## config.mk

```make
export PLATFORM = sky130hd
export DESIGN_NAME = usb_in_arbiter_flat
export DESIGN_NICKNAME = d
export VERILOG_FILES = /design/src/rtl/usb_arb_pkg.sv /design/src/rtl/usb_in_arbiter_if.sv /design/src/rtl/ack_edge_sync.sv /design/src/rtl/usb_in_arbiter.sv /design/src/flat_wrapper.sv
export SDC_FILE = /design/constraint.sdc
export NUM_CORES = 1
export LEC_CHECK = 0
export CAP_MARGIN = 20
export CORE_ASPECT_RATIO = 0.8
export CORE_MARGIN = 3
export CORE_UTILIZATION = 40
export CTS_CLUSTER_SIZE = 10
export DETAILED_ROUTE_END_ITERATION = 7
export GPL_ROUTABILITY_DRIVEN = 0
export PLACE_DENSITY = 0.84
export SYNTH_ARGS = -nofsm -noshare
export SYNTH_HDL_FRONTEND = slang
export SYNTH_SLANG_ARGS = --single-unit
```

## constraint.sdc

```tcl
create_clock -name clk -period 2.3 [get_ports clk]
set_input_delay 0.46 -clock clk [delete_from_list [all_inputs] [get_ports clk]]
set_output_delay 0.46 -clock clk [all_outputs]
set_load 0.02 [all_outputs]
```

## src/rtl/usb_arb_pkg.sv

```systemverilog
// Shared types and constants for the USB endpoint 3 IN arbiter.
package usb_arb_pkg;

  localparam int unsigned USB_LEN_W  = 11;
  localparam int unsigned USB_DATA_W = 8;

  typedef enum logic [1:0] {
    IDLE     = 2'd0,
    GRANT    = 2'd1,
    COMMIT   = 2'd2,
    WAIT_ACK = 2'd3
  } arb_state_e;

  typedef struct packed {
    logic [USB_LEN_W-1:0]  addr;
    logic [USB_DATA_W-1:0] data;
    logic                  wren;
  } wr_port_t;

  function automatic logic [1:0] port_onehot(input logic port);
    return port ? 2'b10 : 2'b01;
  endfunction

endpackage

```

## src/rtl/usb_in_arbiter_if.sv

```systemverilog
// Requester, endpoint-core and statistics signals of the EP3 IN arbiter.
interface usb_in_arbiter_if
  import usb_arb_pkg::*;
#(
  parameter int unsigned CNT_W = 16
);

  logic [1:0]            req;
  logic [1:0]            done;
  logic [USB_LEN_W-1:0]  len0;
  logic [USB_LEN_W-1:0]  len1;
  logic [USB_LEN_W-1:0]  addr0;
  logic [USB_LEN_W-1:0]  addr1;
  logic [USB_DATA_W-1:0] data0;
  logic [USB_DATA_W-1:0] data1;
  logic                  wren0;
  logic                  wren1;
  logic [1:0]            grant;
  logic [USB_LEN_W-1:0]  ep3_usb_in_addr;
  logic [USB_DATA_W-1:0] ep3_usb_in_data;
  logic                  ep3_usb_in_wren;
  logic                  ep3_usb_in_commit;
  logic [USB_LEN_W-1:0]  ep3_usb_in_commit_len;
  logic                  ep3_usb_in_ready;
  logic                  ep3_usb_in_commit_ack;
  logic [CNT_W-1:0]      commits0;
  logic [CNT_W-1:0]      commits1;
  logic [CNT_W-1:0]      timeouts;
  logic                  busy;

  modport master (
    output req, done, len0, len1, addr0, addr1, data0, data1, wren0, wren1,
    output ep3_usb_in_ready, ep3_usb_in_commit_ack,
    input  grant, ep3_usb_in_addr, ep3_usb_in_data, ep3_usb_in_wren,
    input  ep3_usb_in_commit, ep3_usb_in_commit_len,
    input  commits0, commits1, timeouts, busy
  );

  modport slave (
    input  req, done, len0, len1, addr0, addr1, data0, data1, wren0, wren1,
    input  ep3_usb_in_ready, ep3_usb_in_commit_ack,
    output grant, ep3_usb_in_addr, ep3_usb_in_data, ep3_usb_in_wren,
    output ep3_usb_in_commit, ep3_usb_in_commit_len,
    output commits0, commits1, timeouts, busy
  );

endinterface

```

## src/rtl/ack_edge_sync.sv

```systemverilog
// Two-flop synchroniser for an asynchronous acknowledge, with a falling-edge pulse.
module ack_edge_sync (
  input  logic clk,
  input  logic reset,
  input  logic i_ack,
  output logic o_fall_c
);

  logic r_ack_1;
  logic r_ack_2;

  always_ff @(posedge clk) begin
    if (reset) begin
      r_ack_1 <= 1'b0;
      r_ack_2 <= 1'b0;
    end else begin
      r_ack_1 <= i_ack;
      r_ack_2 <= r_ack_1;
    end
  end

  assign o_fall_c = r_ack_2 & ~r_ack_1;

endmodule

```

## src/rtl/usb_in_arbiter.sv

```systemverilog
// Round-robin arbiter and commit sequencer for the USB EP3 IN buffer (two requesters).
// Optional ACK timeout release enabled by defining USB_ARB_TIMEOUT_EN.
module usb_in_arbiter
  import usb_arb_pkg::*;
#(
  parameter int unsigned CNT_W = 16
`ifdef USB_ARB_TIMEOUT_EN
  ,
  parameter int unsigned ACK_TIMEOUT = 7
`endif
) (
  input  logic            clk,
  input  logic            reset,
  usb_in_arbiter_if.slave bus
);

  arb_state_e           r_state;
  arb_state_e           w_state_nxt;
  logic                 r_port;
  logic                 w_port_nxt;
  logic                 r_last_served;
  logic                 w_last_served_nxt;
  logic [1:0]           r_grant;
  logic [1:0]           w_grant_nxt;
  logic                 r_commit;
  logic                 w_commit_nxt;
  logic [USB_LEN_W-1:0] r_commit_len;
  logic [USB_LEN_W-1:0] w_commit_len_nxt;
  logic [CNT_W-1:0]     r_commits0;
  logic [CNT_W-1:0]     w_commits0_nxt;
  logic [CNT_W-1:0]     r_commits1;
  logic [CNT_W-1:0]     w_commits1_nxt;
  logic [CNT_W-1:0]     r_timeouts;
  logic [CNT_W-1:0]     w_timeouts_nxt;
  logic                 r_busy;
  logic                 w_busy_nxt;
  logic                 w_ack_fall;
  logic                 w_timeout;
  logic                 w_release;
  logic                 w_pick;
  logic                 w_done_sel;
  logic                 w_req_sel;
  wr_port_t             w_wr;

  ack_edge_sync u_ack_sync (
    .clk      (clk),
    .reset    (reset),
    .i_ack    (bus.ep3_usb_in_commit_ack),
    .o_fall_c (w_ack_fall)
  );

`ifdef USB_ARB_TIMEOUT_EN
  localparam int unsigned WAIT_W = $clog2(ACK_TIMEOUT + 1) + 1;

  logic [WAIT_W-1:0] r_wait_cnt;

  // Counts cycles spent waiting for the acknowledge
  always_ff @(posedge clk) begin
    if (reset) begin
      r_wait_cnt <= '0;
    end else if (r_state == COMMIT) begin
      r_wait_cnt <= '0;
    end else if ((r_state == WAIT_ACK) && !w_release) begin
      r_wait_cnt <= r_wait_cnt + WAIT_W'(1);
    end
  end

  assign w_timeout = (r_state == WAIT_ACK) && (r_wait_cnt > WAIT_W'(ACK_TIMEOUT - 1));
`else
  assign w_timeout = 1'b0;
`endif

  assign w_pick     = (&bus.req) ? ~r_last_served : bus.req[1];
  assign w_done_sel = bus.done[r_port];
  assign w_req_sel  = bus.req[r_port];
  assign w_release  = (r_state == WAIT_ACK) && (w_ack_fall || w_timeout);

  // State and registered outputs
  always_ff @(posedge clk) begin
    if (reset) begin
      r_state       <= IDLE;
      r_port        <= 1'b0;
      r_last_served <= 1'b1;
      r_grant       <= '0;
      r_commit      <= 1'b0;
      r_commit_len  <= '0;
      r_commits0    <= '0;
      r_commits1    <= '0;
      r_timeouts    <= '0;
      r_busy        <= 1'b0;
    end else begin
      r_state       <= w_state_nxt;
      r_port        <= w_port_nxt;
      r_last_served <= w_last_served_nxt;
      r_grant       <= w_grant_nxt;
      r_commit      <= w_commit_nxt;
      r_commit_len  <= w_commit_len_nxt;
      r_commits0    <= w_commits0_nxt;
      r_commits1    <= w_commits1_nxt;
      r_timeouts    <= w_timeouts_nxt;
      r_busy        <= w_busy_nxt;
    end
  end

  // Next state; a new grant waits until the previous commit has dropped
  always_comb begin
    w_state_nxt = r_state;
    w_port_nxt  = r_port;
    case (r_state)
      IDLE: begin
        if (bus.ep3_usb_in_ready && (|bus.req) && !r_commit) begin
          w_state_nxt = GRANT;
          w_port_nxt  = w_pick;
        end
      end
      GRANT: begin
        if (w_done_sel) begin
          w_state_nxt = COMMIT;
        end else if (!w_req_sel) begin
          w_state_nxt = IDLE;
        end
      end
      COMMIT:   w_state_nxt = WAIT_ACK;
      WAIT_ACK: begin
        if (w_release) begin
          w_state_nxt = IDLE;
        end
      end
      default:  w_state_nxt = IDLE;
    endcase
  end

  // Output and statistics next values
  always_comb begin
    w_grant_nxt       = '0;
    w_commit_nxt      = 1'b0;
    w_commit_len_nxt  = r_commit_len;
    w_last_served_nxt = r_last_served;
    w_commits0_nxt    = r_commits0;
    w_commits1_nxt    = r_commits1;
    w_timeouts_nxt    = r_timeouts;
    w_busy_nxt        = (w_state_nxt != IDLE);
    if (w_state_nxt == GRANT) begin
      w_grant_nxt = port_onehot(w_port_nxt);
    end
    // Commit follows the state one cycle late, so it falls after IDLE is reached
    if ((r_state == COMMIT) || (r_state == WAIT_ACK)) begin
      w_commit_nxt = 1'b1;
    end
    if ((r_state == GRANT) && w_done_sel) begin
      w_commit_len_nxt = r_port ? bus.len1 : bus.len0;
    end
    if (w_release) begin
      w_last_served_nxt = r_port;
      if (r_port) begin
        w_commits1_nxt = r_commits1 + CNT_W'(1);
      end else begin
        w_commits0_nxt = r_commits0 + CNT_W'(1);
      end
      if (!w_ack_fall) begin
        w_timeouts_nxt = r_timeouts + CNT_W'(1);
      end
    end
  end

  // Zero-latency write mux from the granted requester
  always_comb begin
    w_wr = '0;
    if (r_grant[0]) begin
      w_wr = '{addr: bus.addr0, data: bus.data0, wren: bus.wren0};
    end else if (r_grant[1]) begin
      w_wr = '{addr: bus.addr1, data: bus.data1, wren: bus.wren1};
    end
  end

  assign bus.grant                 = r_grant;
  assign bus.ep3_usb_in_addr       = w_wr.addr;
  assign bus.ep3_usb_in_data       = w_wr.data;
  assign bus.ep3_usb_in_wren       = w_wr.wren;
  assign bus.ep3_usb_in_commit     = r_commit;
  assign bus.ep3_usb_in_commit_len = r_commit_len;
  assign bus.commits0              = r_commits0;
  assign bus.commits1              = r_commits1;
  assign bus.timeouts              = r_timeouts;
  assign bus.busy                  = r_busy;

endmodule

```

## src/flat_wrapper.sv

```systemverilog
// flat-port wrapper written by rule: the top's interface ports become plain ports
module usb_in_arbiter_flat import usb_arb_pkg::*;
#(
  parameter int unsigned CNT_W = 16

)
  (clk, reset, bus_req, bus_done, bus_len0, bus_len1, bus_addr0, bus_addr1, bus_data0, bus_data1, bus_wren0, bus_wren1, bus_ep3_usb_in_ready, bus_ep3_usb_in_commit_ack, bus_grant, bus_ep3_usb_in_addr, bus_ep3_usb_in_data, bus_ep3_usb_in_wren, bus_ep3_usb_in_commit, bus_ep3_usb_in_commit_len, bus_commits0, bus_commits1, bus_timeouts, bus_busy);
  usb_in_arbiter_if #(.CNT_W(CNT_W)) bus_i ();
  input  logic clk;
  input  logic reset;
  input wire logic [$bits(bus_i.req)-1:0] bus_req;
  input wire logic [$bits(bus_i.done)-1:0] bus_done;
  input wire logic [$bits(bus_i.len0)-1:0] bus_len0;
  input wire logic [$bits(bus_i.len1)-1:0] bus_len1;
  input wire logic [$bits(bus_i.addr0)-1:0] bus_addr0;
  input wire logic [$bits(bus_i.addr1)-1:0] bus_addr1;
  input wire logic [$bits(bus_i.data0)-1:0] bus_data0;
  input wire logic [$bits(bus_i.data1)-1:0] bus_data1;
  input wire logic [$bits(bus_i.wren0)-1:0] bus_wren0;
  input wire logic [$bits(bus_i.wren1)-1:0] bus_wren1;
  input wire logic [$bits(bus_i.ep3_usb_in_ready)-1:0] bus_ep3_usb_in_ready;
  input wire logic [$bits(bus_i.ep3_usb_in_commit_ack)-1:0] bus_ep3_usb_in_commit_ack;
  output wire logic [$bits(bus_i.grant)-1:0] bus_grant;
  output wire logic [$bits(bus_i.ep3_usb_in_addr)-1:0] bus_ep3_usb_in_addr;
  output wire logic [$bits(bus_i.ep3_usb_in_data)-1:0] bus_ep3_usb_in_data;
  output wire logic [$bits(bus_i.ep3_usb_in_wren)-1:0] bus_ep3_usb_in_wren;
  output wire logic [$bits(bus_i.ep3_usb_in_commit)-1:0] bus_ep3_usb_in_commit;
  output wire logic [$bits(bus_i.ep3_usb_in_commit_len)-1:0] bus_ep3_usb_in_commit_len;
  output wire logic [$bits(bus_i.commits0)-1:0] bus_commits0;
  output wire logic [$bits(bus_i.commits1)-1:0] bus_commits1;
  output wire logic [$bits(bus_i.timeouts)-1:0] bus_timeouts;
  output wire logic [$bits(bus_i.busy)-1:0] bus_busy;
  assign bus_i.req = bus_req;
  assign bus_i.done = bus_done;
  assign bus_i.len0 = bus_len0;
  assign bus_i.len1 = bus_len1;
  assign bus_i.addr0 = bus_addr0;
  assign bus_i.addr1 = bus_addr1;
  assign bus_i.data0 = bus_data0;
  assign bus_i.data1 = bus_data1;
  assign bus_i.wren0 = bus_wren0;
  assign bus_i.wren1 = bus_wren1;
  assign bus_i.ep3_usb_in_ready = bus_ep3_usb_in_ready;
  assign bus_i.ep3_usb_in_commit_ack = bus_ep3_usb_in_commit_ack;
  assign bus_grant = bus_i.grant;
  assign bus_ep3_usb_in_addr = bus_i.ep3_usb_in_addr;
  assign bus_ep3_usb_in_data = bus_i.ep3_usb_in_data;
  assign bus_ep3_usb_in_wren = bus_i.ep3_usb_in_wren;
  assign bus_ep3_usb_in_commit = bus_i.ep3_usb_in_commit;
  assign bus_ep3_usb_in_commit_len = bus_i.ep3_usb_in_commit_len;
  assign bus_commits0 = bus_i.commits0;
  assign bus_commits1 = bus_i.commits1;
  assign bus_timeouts = bus_i.timeouts;
  assign bus_busy = bus_i.busy;
  usb_in_arbiter #(.CNT_W(CNT_W)) u_core (.clk(clk), .reset(reset), .bus(bus_i));
endmodule
```

==> summary.txt, run 1 <==
Run status
  • Status: complete, no violations

Yosys
  • Seq/Total Area, Yosys: around 46%
  • Ys Warns: 0
  • #FFs+latches synth: ~70
  • Top-area cell type share of the netlist area: between 40% and 50%
  • Area of the mapped netlist: approximately 0.003 mm²
  • Synth unique cells: 44
  • EDFF count, synth: 0
  • Synth area leaders: dfxtp_1 46%, a22o_1 5.6%, nor2b_1 4.2%
  • Main synth FF type: dfxtp_1
  • Biggest area consumer among synthesized cells: dfxtp_1
  • FFs w/ async S/R, synth: 0%
  • Net count after synthesis: a little under 400
  • Synth Instances: roughly 320
  • Mean Syn Cell Area: approximately 9.4 µm²

CTS
  • CTS tree: done
  • Worst-skew pair later-pin latency: between 0.3 and 0.4 ns
  • CTS buffer count: 9
  • Max Root-Sink Buffers: 2
  • CTS HTree Levels: 3
  • Clock sink count: between 60 and 70
  • Clk root buf: clkbuf_8
  • Clock slew at reported path FFs: about 0.070 ns
  • Hold-fix buffers at CTS: 0

Critical path
  • Worst EP arrival: between 1.5 and 2 ns
  • Type of the worst setup path: input pin to primary output
  • CP Capture Type: primary output
  • Required @ worst endpoint: approximately 1.8 ns
  • Crit-path max FO: 1
  • Startpoint types: input pin
  • FF-to-FF path depth: 4

Global routing
  • Largest net degree at the start of global routing: 30
  • Total gr overflow: 0
  • First-pass GRT wire length: roughly 13000 µm
  • Overall routing resource usage: a little under a fifth
  • Vias in the first global route: around 2800
  • Initial antenna violation count: 0

Layout
  • Fraction of layout cells with a size suffix above 1: 6.57%
  • Final core utilization: between 60% and 70%
  • Area delta synth->final: 58.5%
  • Commonest non-fill, non-tap cell in the layout: clkdlybuf4s50_1
  • Design area: about 0.0047 mm²
  • Final Non-Filler Cells: 559
  • Register Area: about 0.0014 mm²
  • Final net count: between 500 and 600
  • Filler cell count: 606
  • Area of the multi-input gates: around 0.0015 mm²
  • Antenna cells: 0
  • Commonest cells after routing, fill and taps aside: 132 x clkdlybuf4s50_1, 69 x dfxtp_1, 31 x nor2_1

Drt
  • DRC viols: 0
  • Initial DRT Pass Iterations: 4
  • DR WL/cell: 14.4 µm
  • Via density: slightly above 5
  • Via count: ~2900
  • Starting DRC count in detailed routing: approximately 150
  • DRT antenna net count: 0
  • Detailed Route WL: slightly above 8000 µm

STA
  • Count of pins over their slew limit: 0
  • Final setup fails: 0
  • Slew Limit Headroom: 68.1%
  • Final setup TNS: 0 ns
  • Worst-case clock skew: 0.00420 ns
  • Final worst-path cycle share: 94.6%
  • Fin. Hold Viols: 0
  • Max Fclk: roughly 460 MHz
  • Measured slew at the worst slew-check pin: ~0.47 ns
  • Unrepaired setup endpoints after global routing: false
  • Final min period: ~2.2 ns
  • Hold WS: ~0.47 ns
  • Final setup margin: between 0.1 and 0.15 ns

Die
  • Die Wd: 102 µm
  • Starting Density: a little over two fifths
  • I/O pin cnt: approximately 150
  • Row count: 27
  • Die extent in y: between 80 and 90 µm
  • DIE AREA: around 0.0085 mm²
  • Core area: ~0.007 mm²

Worst hold path
  • Hold crit path type: flop to flop
  • Worst hold stages: 1

Placement
  • DP Worst Slack: 0.119 ns
  • Inst Count DP: about 540
  • Input/output buffers: ~150
  • Detailed placement HPWL: roughly 6200 µm
  • Placed cell areas: approximately 0.0045 mm²

Power and ir drop
  • Worst IR Drop VDD: roughly 0.3 mV
  • Pwr Total: 2.58 mW
  • Cell leakage power: between 1.5 and 2 nW
  • PwrDens: 548 mW/mm²

Flow run
  • Max-capacitance violation count: 0
[cells in the mapped netlist (5+ instances only)]
cell and n:
a211oi_1 11, a21oi_1 17, a22o_1 19, clkbuf_1 11
dfxtp_1 69, inv_1 5, mux2i_1 12, nand2_1 15
nand3_1 13, nand4_1 8, nor2_1 31, nor2b_1 20
o21ai_0 11, o31ai_1 5, or3_1 6, or4_1 6
xnor2_1 6, xor2_1 10
[critical path: stages]
cell and delay [ns]:
clkdlybuf4s50_1 0.45, nand2_1 0.04, o21ai_0 0.14, clkdlybuf4s50_1 0.62
[state kept, by name, summed over array words and instances, names as in the netlist, 2 cells and up]
signal,count
u_core.bus.commits0,16
u_core.bus.commits1,16
u_core.bus.timeouts,16
u_core.bus.ep3_usb_in_commit_len,11
u_core.bus.grant,2
u_core.r_state,2
[per-layer routing]
metal,global-route usage (%),vias to the layer above,wire (µm)
met4,5.48,0,46
met3,7.56,6,516
met5,0,-,0
met1,23.6,1339,3590
met2,30.9,83,3910
li1,-,1446,-
[layout make-up]
class                      count  share of cell area, %
clock buffer                  10                   2.92
clock inverter                 6                   1.33
inverter                       5                  0.398
multi-input combinational    223                   30.9
sequential                    69                   29.3
tap                           87                   2.31
timing repair buffer         159                   32.8
[path summary, 6_finish.rpt]
check                                            from                                   end  slack [ns]
setup / recovery                         bus_addr1[9]                bus_ep3_usb_in_addr[9]        0.12
setup reg to reg  u_core.bus.commits0[3]$_SDFFE_PP0P_  u_core.bus.commits0[15]$_SDFFE_PP0P_        0.46
hold reg to reg   u_core.bus.timeouts[1]$_SDFFE_PP0P_   u_core.bus.timeouts[1]$_SDFFE_PP0P_        0.47
hold / removal    u_core.bus.timeouts[1]$_SDFFE_PP0P_   u_core.bus.timeouts[1]$_SDFFE_PP0P_        0.47
[where the power goes]
group / switching (mW) / leakage, nW / internal (mW)
sequential: 0.0179 / 0.558 / 1.22
combinational: 0.165 / 1.11 / 0.209
clock: 0.447 / 0.0943 / 0.526
total: 0.630 / 1.76 / 1.95
[cell families (layout without fill, tap and decap cells)]
| kind of cell | count (synthesis) | count (layout) | synth area share (%) |
|---|---|---|---|
| fa+ha+maj | 2 | 2 | 0.841 |
| flops | 69 | 69 | 46.4 |
| xor+xnor | 16 | 16 | 4.71 |
| mux | 14 | 14 | 4.79 |
| simple gates | 123 | 123 | 23.2 |
| compound gates | 68 | 68 | 15.6 |
| buf+inv | 26 | 180 | 4.54 |
[what timing repair did]
item                                    CTS  global route
endpoints found under the setup margin   19             0
buffers inserted                          0             0
gates resized for setup                  20             0
(Power assumes the default switching activity.)
==> run 2: changes to the inputs <==
--- a/config.mk
+++ b/config.mk
@@ -13,6 +13,7 @@
 export DETAILED_ROUTE_END_ITERATION = 7
 export GPL_ROUTABILITY_DRIVEN = 0
 export PLACE_DENSITY = 0.84
+export SLEW_MARGIN = 20
 export SYNTH_ARGS = -nofsm -noshare
 export SYNTH_HDL_FRONTEND = slang
 export SYNTH_SLANG_ARGS = --single-unit
==> results of run 2 <==
The final DEF is identical to that of run 1; final timing and power are the same.
==> run 3: changes to the inputs <==
--- a/config.mk
+++ b/config.mk
@@ -13,6 +13,7 @@
 export DETAILED_ROUTE_END_ITERATION = 7
 export GPL_ROUTABILITY_DRIVEN = 0
 export PLACE_DENSITY = 0.84
+export SKIP_LAST_GASP = 1
 export SLEW_MARGIN = 20
 export SYNTH_ARGS = -nofsm -noshare
 export SYNTH_HDL_FRONTEND = slang
==> results of run 3 <==
The final DEF is identical to that of run 1; final timing and power are the same.
